<file path="src/rtl/mmio_pkg.sv">
// Shared constants and helpers for the cpu-side MMIO bridge.
package mmio_pkg;

   // Address decode: bits [17:16] select the I/O window.
   localparam logic [1:0]  IO_SEL    = 2'b11;
   localparam logic [17:0] ADDR_UART = 18'h30000;
   localparam logic [17:0] ADDR_CLK  = 18'h30004;

   localparam int unsigned RAM_AW_DEFAULT = 17;
   localparam int unsigned BYTE_W         = 8;

   typedef logic [BYTE_W-1:0] byte_t;

   // Source of the data returned one cycle after a read.
   typedef enum logic {
      SelRam = 1'b0,
      SelIo  = 1'b1
   } sel_e;

   // Byte 0 comes from the live counter; bytes 1..3 come from the snapshot
   // taken by the byte-0 read, so a 4-byte load sees one coherent value.
   function automatic byte_t clk_byte(input byte_t      live_lo,
                                      input logic [23:0] snap,
                                      input logic [1:0]  idx);
      byte_t b;
      b = live_lo;
      case (idx)
         2'd1:    b = snap[7:0];
         2'd2:    b = snap[15:8];
         2'd3:    b = snap[23:16];
         default: b = live_lo;
      endcase
      return b;
   endfunction

endpackage

</file>
<file path="src/rtl/io_fifo.sv">
// Synchronous first-word-fall-through FIFO with a registered occupancy count.
module io_fifo #(
   parameter int unsigned DEPTH = 8,
   parameter int unsigned WIDTH = 8
) (
   input  logic                   clk_in,
   input  logic                   rst_in,
   input  logic                   push_i,
   input  logic [WIDTH-1:0]       data_i,
   input  logic                   pop_i,
   output logic [WIDTH-1:0]       data_o,
   output logic                   full_o,
   output logic                   empty_o,
   output logic [$clog2(DEPTH):0] count_o
);

   localparam int unsigned AW = $clog2(DEPTH);

   logic [WIDTH-1:0] mem_q [DEPTH];
   logic [AW-1:0]    wr_ptr_q, wr_ptr_d;
   logic [AW-1:0]    rd_ptr_q, rd_ptr_d;
   logic [AW:0]      count_q, count_d;
   logic             do_push, do_pop;

   assign empty_o = (count_q == '0);
   assign full_o  = (count_q == (AW+1)'(DEPTH));
   assign count_o = count_q;

   // A push into a full FIFO is accepted only when the head leaves this cycle.
   assign do_pop  = pop_i & ~empty_o;
   assign do_push = push_i & (~full_o | do_pop);

   // Head is forced to zero while empty so stale entries never show.
   assign data_o = empty_o ? '0 : mem_q[rd_ptr_q];

   // Pointer and count next-state; power-of-2 depth makes pointers wrap naturally.
   always_comb begin
      wr_ptr_d = wr_ptr_q;
      rd_ptr_d = rd_ptr_q;
      count_d  = count_q;
      if (do_push) wr_ptr_d = wr_ptr_q + 1'b1;
      if (do_pop)  rd_ptr_d = rd_ptr_q + 1'b1;
      case ({do_push, do_pop})
         2'b10:   count_d = count_q + 1'b1;
         2'b01:   count_d = count_q - 1'b1;
         default: count_d = count_q;
      endcase
   end

   // Storage array; contents need no reset because the count gates visibility.
   always_ff @(posedge clk_in) begin
      if (do_push) mem_q[wr_ptr_q] <= data_i;
   end

   // Pointer and count registers.
   always_ff @(posedge clk_in or negedge rst_in) begin
      if (!rst_in) begin
         wr_ptr_q <= '0;
         rd_ptr_q <= '0;
         count_q  <= '0;
      end else begin
         wr_ptr_q <= wr_ptr_d;
         rd_ptr_q <= rd_ptr_d;
         count_q  <= count_d;
      end
   end

endmodule

</file>
<file path="src/rtl/mmio_bridge.sv">
// Splits cpu memory accesses between external RAM and the I/O window
// (UART streams, cycle counter, program-stop flag) and owns the
// one-cycle read-return timing.
module mmio_bridge
   import mmio_pkg::*;
#(
   parameter int unsigned TX_DEPTH = 8,
   parameter int unsigned RAM_AW   = RAM_AW_DEFAULT
) (
   input  logic              clk_in,
   input  logic              rst_in,
   input  logic              rdy_in,
   input  logic [31:0]       cpu_a,
   input  logic [7:0]        cpu_wdata,
   input  logic              cpu_wr,
   output logic [7:0]        cpu_rdata,
   output logic [RAM_AW-1:0] ram_a,
   output logic [7:0]        ram_wdata,
   output logic              ram_we,
   input  logic [7:0]        ram_rdata,
   input  logic [7:0]        rx_data,
   input  logic              rx_valid,
   output logic              rx_pop,
   output logic [7:0]        tx_data,
   output logic              tx_valid,
   input  logic              tx_ready,
   output logic              tx_ovf,
   output logic              prog_stop
);

   logic [17:0] a18;
   logic        io, is_uart, is_clk, is_clk0;
   logic        rd_en, wr_en;
   byte_t       io_val;

   sel_e        sel_q, sel_d;
   logic        rd_q, rd_d;
   byte_t       io_rdata_q, io_rdata_d;
   logic [31:0] cnt_q, cnt_d;
   logic [23:0] snap_q, snap_d;
   logic        tx_ovf_q, tx_ovf_d;
   logic        prog_stop_q, prog_stop_d;

   logic        tx_req, tx_push, tx_pop, tx_full, tx_empty;
   logic [$clog2(TX_DEPTH):0] tx_count_unused;
   logic        unused_a;

   assign unused_a = ^cpu_a[31:18];

   // Address decode.
   assign a18     = cpu_a[17:0];
   assign io      = (a18[17:16] == IO_SEL);
   assign is_uart = (a18 == ADDR_UART);
   assign is_clk  = (a18[17:2] == ADDR_CLK[17:2]);
   assign is_clk0 = (a18 == ADDR_CLK);
   assign rd_en   = rdy_in & ~cpu_wr;
   assign wr_en   = rdy_in & cpu_wr;

   // RAM side is a pass-through; strobes are held low during reset.
   assign ram_a     = cpu_a[RAM_AW-1:0];
   assign ram_wdata = cpu_wdata;
   assign ram_we    = rst_in & wr_en & ~io;
   assign rx_pop    = rst_in & rd_en & is_uart & rx_valid;

   // tx path: zero bytes are ignored, full-without-pop drops and flags.
   assign tx_req   = wr_en & is_uart & (cpu_wdata != 8'h00);
   assign tx_pop   = tx_valid & tx_ready;
   assign tx_push  = tx_req & (~tx_full | tx_pop);
   assign tx_valid = ~tx_empty;

   // Read value of the addressed I/O register.
   always_comb begin
      io_val = '0;
      if (is_uart) begin
         io_val = rx_valid ? rx_data : '0;
      end else if (is_clk) begin
         io_val = clk_byte(cnt_q[7:0], snap_q, a18[1:0]);
      end
   end

   // Next-state for read-mux registers, counter, snapshot and sticky flags.
   always_comb begin
      sel_d       = sel_q;
      rd_d        = rd_q;
      io_rdata_d  = io_rdata_q;
      snap_d      = snap_q;
      cnt_d       = cnt_q + 32'd1;
      tx_ovf_d    = tx_ovf_q | (tx_req & tx_full & ~tx_pop);
      prog_stop_d = prog_stop_q | (wr_en & is_clk0);
      if (rdy_in) begin
         // rd_q marks that the next cycle carries read data; writes return 0.
         rd_d = ~cpu_wr;
         if (!cpu_wr) begin
            sel_d      = io ? SelIo : SelRam;
            io_rdata_d = io ? io_val : '0;
            if (is_clk0) snap_d = cnt_q[31:8];
         end
      end
   end

   // State registers.
   always_ff @(posedge clk_in or negedge rst_in) begin
      if (!rst_in) begin
         sel_q       <= SelRam;
         rd_q        <= 1'b0;
         io_rdata_q  <= '0;
         cnt_q       <= '0;
         snap_q      <= '0;
         tx_ovf_q    <= 1'b0;
         prog_stop_q <= 1'b0;
      end else begin
         sel_q       <= sel_d;
         rd_q        <= rd_d;
         io_rdata_q  <= io_rdata_d;
         cnt_q       <= cnt_d;
         snap_q      <= snap_d;
         tx_ovf_q    <= tx_ovf_d;
         prog_stop_q <= prog_stop_d;
      end
   end

   // Read data for the access issued one cycle earlier.
   always_comb begin
      cpu_rdata = '0;
      if (rd_q) cpu_rdata = (sel_q == SelIo) ? io_rdata_q : ram_rdata;
   end

   assign tx_ovf    = tx_ovf_q;
   assign prog_stop = prog_stop_q;

   io_fifo #(
      .DEPTH (TX_DEPTH),
      .WIDTH (BYTE_W)
   ) u_tx_fifo (
      .clk_in  (clk_in),
      .rst_in  (rst_in),
      .push_i  (tx_push),
      .data_i  (cpu_wdata),
      .pop_i   (tx_pop),
      .data_o  (tx_data),
      .full_o  (tx_full),
      .empty_o (tx_empty),
      .count_o (tx_count_unused)
   );

endmodule

</file>
<file path="config.mk">
export PLATFORM = sky130hd
export DESIGN_NAME = mmio_bridge
export DESIGN_NICKNAME = d
export VERILOG_FILES = /design/src/rtl/mmio_pkg.sv /design/src/rtl/io_fifo.sv /design/src/rtl/mmio_bridge.sv
export SDC_FILE = /design/constraint.sdc
export NUM_CORES = 1
export LEC_CHECK = 0
export ABC_CLOCK_PERIOD_IN_PS = 5750
export CAP_MARGIN = 30
export CORE_UTILIZATION = 58
export DETAILED_ROUTE_END_ITERATION = 16
export GPL_TIMING_DRIVEN = 0
export HOLD_SLACK_MARGIN = 0.12
export PLACE_DENSITY_LB_ADDON = 0.12
export SETUP_SLACK_MARGIN = 0.05
export SLEW_MARGIN = 5
export SYNTH_ARGS = -nofsm -noshare
export SYNTH_HDL_FRONTEND = slang
export SYNTH_SLANG_ARGS = --single-unit
</file>
<file path="constraint.sdc">
create_clock -name clk_in -period 5.75 [get_ports clk_in]
set_input_delay 0.8625 -clock clk_in [delete_from_list [all_inputs] [get_ports clk_in]]
set_output_delay 0.8625 -clock clk_in [all_outputs]
set_load 0.01 [all_outputs]
</file>
==> results_dict.tcl <==
set metrics [dict create \
    postCtsSetupRepairBufs 0 \
    grt_max_degree 69 \
    clk-insertion-delay-late_ps 530 \
    drive_gt1_share_pct 17.81 \
    arrival_ps 3480 \
    syn_to_final_growth_pct 26.34 \
    antenna_found_initial 0 \
    rsz0062_at_grt "no" \
    numPortBuffers 91 \
    vias 4185 \
    routed_via_density 5.780 \
    syn_area_um2 6526 \
    critPathSlowestCell "nor4_1" \
    finalCritPeriodShare_pct 75.55 \
    grt_use_total_pct 25.74 \
    post-synth-top-area-fraction_pct 29.91 \
    cts_buffers 17 \
    synth.area.top_cells "dfrtp_1 30%, edfxtp_1 29%, mux4_2 8.3%" \
    cts_htree_levels 4 \
    cts.sinks 142 \
    min-delay-path-class "input pin to async pin" \
    async_reset_ff_share_pct 54.93 \
    critical_path.top_delay_family "simple AND/OR/NAND/NOR gates" \
    cp_common_cell "clkdlybuf4s50_1" \
    grt_overflow 0 \
    cp-end-kind "output pin" \
    antenna_cells 0 \
    cts_tree "yes" \
    cap_violations 0 \
    grt_pass1_vias 4231 \
    crit_required_ps 4890 \
    finClkSkew_ps 6.815 \
    place_congestion 0.7853 \
    synth_seq_cells 142 \
    postRouteAntennaNets 0 \
    cp_cell_sequence "clkdlybuf4s50_1 > nor4_1 > nor4b_2 > buf_2 > and4_1 > clkdlybuf4s50_1" \
    die_area_um2 11680 \
    start_util_pct 59.94 \
    die_h_um 108.1 \
    irDropWorstVdd_v 0.0002000 \
    synthTopCellsByCount "78 x dfrtp_1, 64 x edfxtp_1, 26 x buf_4, 26 x mux2_1, 24 x mux4_2" \
    cp_slowest_stage_delay_ps 590 \
    synth_cell_type_count 41 \
    clockBufferDepth 2 \
    wl_per_cell_um 18.85 \
    slew_headroom_pct 44.17 \
    outcome "finished, final reports clean" \
    placed_cells 692 \
    rows 38 \
    instances_no_fill 724 \
    ys_warn_count 0 \
    wirelength_mm 13.65 \
    max_freq_ghz 0.2302 \
    clk_pin_slew_ps 60 \
    p_leak_nw 3.343 \
    final_nets 639 \
    drcViolationCount 0 \
    core-area_um2 10890 \
    setup-violations-final 0 \
    die_w_um 108.1 \
    first_iter_violations 316 \
    finalHoldViolCount 0 \
    dp_hpwl_mm 9.696 \
    power.density_nw_per_um2 343.1 \
    slew_viol_final 0 \
    ys.flop_type "dfrtp_1" \
    cts_hold_buf 0 \
    synth_edf_count 64 \
    io_pins 108 \
    p_total_w 0.002829 \
    synth_area_leader_cell "dfrtp_1" \
    cts_resized 0 \
    crit_type "input pin to output pin" \
    synth_cells 457 \
    synth-seq-area-share_pct 59.36 \
    cts_root_buffer "clkbuf_8" \
    tightest_slew_ps 834.4 \
    critical_path_buf_inv_count 3 \
    nFillCells 694 \
    path_max_fanout 10 \
    firstDrtPassIters 5 \
    synth.most_common_cell "dfrtp_1" \
    min_period_ps 4344 \
    start_kind "input pin" \
    grt_pass1_wl_mm 22.12 \
    syn-num-nets 525 \
    avgSynthCellArea_um2 14.28 \
]
-- layout by cell type, fill, tap and decap left out, types with 8 or more instances in the layout --
cell type        instances
a32oi_1                  8
buf_4                   30
clkbuf_1                 9
clkbuf_16               16
clkdlybuf4s50_1         90
dfrtp_1                 78
edfxtp_1                64
inv_1                   11
mux2_1                  26
mux2i_1                 16
mux4_2                  24
nand2_1                 20
nand3_1                 12
nand4_1                 11
nor2_1                  21
nor2b_1                  9
nor3_1                  12
nor4_1                   8
o21ai_1                  8
xnor2_1                 16
xor2_1                  23
-- logic make-up after synthesis --
family	Yosys count	share of synthesized area, %
muxes	67	15.39
DFF	142	59.36
AOI/OAI and AO/OA	25	2.799
buffers and inverters	56	5.157
adders and majority gates	6	1.150
and+or+nand+nor	122	10.91
xor gates and xnor gates	39	5.234
-- cell type report --
cell class / count / area [um^2] / share of cell area [%]
clock inverter: 14 / 167.7 / 2.033
tap: 140 / 175.2 / 2.124
multi-input combinational: 259 / 2316 / 28.09
buffer: 44 / 291.5 / 3.536
clock buffer: 18 / 417.9 / 5.068
inverter: 12 / 45.04 / 0.5463
timing repair buffer: 95 / 958.4 / 11.62
sequential: 142 / 3874 / 46.98
-- power breakdown --
group / switching (W) / total [W] / internal [W]
clock: 0.000422 / 0.00108 / 0.000661
sequential: 0.0000249 / 0.00112 / 0.00109
combinational: 0.000288 / 0.000631 / 0.000343
-- path summary, 6_finish.rpt --
path	cells past startpoint	slack, ps	end	from
max in group asynchronous	2	4980	snap_q[18]	rst_in
worst min register to register	1	470	prog_stop	prog_stop
worst max-delay path	6	1410	rx_pop	cpu_a[4]
min in group clk_in	1	470	prog_stop	prog_stop
worst max register to register	13	2660	u_tx_fifo.count_o[2]	u_tx_fifo.count_o[1]
worst min-delay path	1	180	sel_q	rst_in
-- worst register-to-register path: cells and delay by family (launching register included) --
kind                       cells  cell delay [ps]
AOI/OAI and AO/OA              1              170
xor gates and xnor gates       3              510
adders and majority gates      2              500
buffers and inverters          4              650
DFF                            1              350
and+or+nand+nor                3              790
-- flip-flops by register name (all words and copies together), names as in the netlist --
name and count:
cnt_q 32, io_rdata_q 8, prog_stop 1, rd_q 1, sel_q 1, snap_q 24, tx_ovf 1, u_tx_fifo.count_o 4
u_tx_fifo.mem_q 64, u_tx_fifo.rd_ptr_q 3, u_tx_fifo.wr_ptr_q 3
-- routing by layer --
metal / part of all wire, % / vias up / GRT usage [%]
li1: - / 1915 / -
met1: 44 / 2101 / 36.23
met2: 48 / 153 / 39.72
met3: 7.1 / 16 / 6.269
met4: 1.3 / 0 / 8.513
met5: 0 / - / 0
-- stage by stage --
step / util [%] / hold slack, ps / worst slack [ps] / setup TNS [ps] / area, um^2
after detailed placement: 70.35 / 457.0 / 1391 / 0 / 7660
after global routing: 75.73 / 180.3 / 1215 / 0 / 8245
after global placement: 69.92 / 453.6 / -69.15 / -95.35 / 7612
after floorplan: - / 437.8 / 2549 / 0 / 6526
final: 75.73 / 183.1 / 1406 / 0 / 8245
after CTS: 75.73 / 169.6 / 1387 / 0 / 8245
Power figures use the tool's default switching activity.
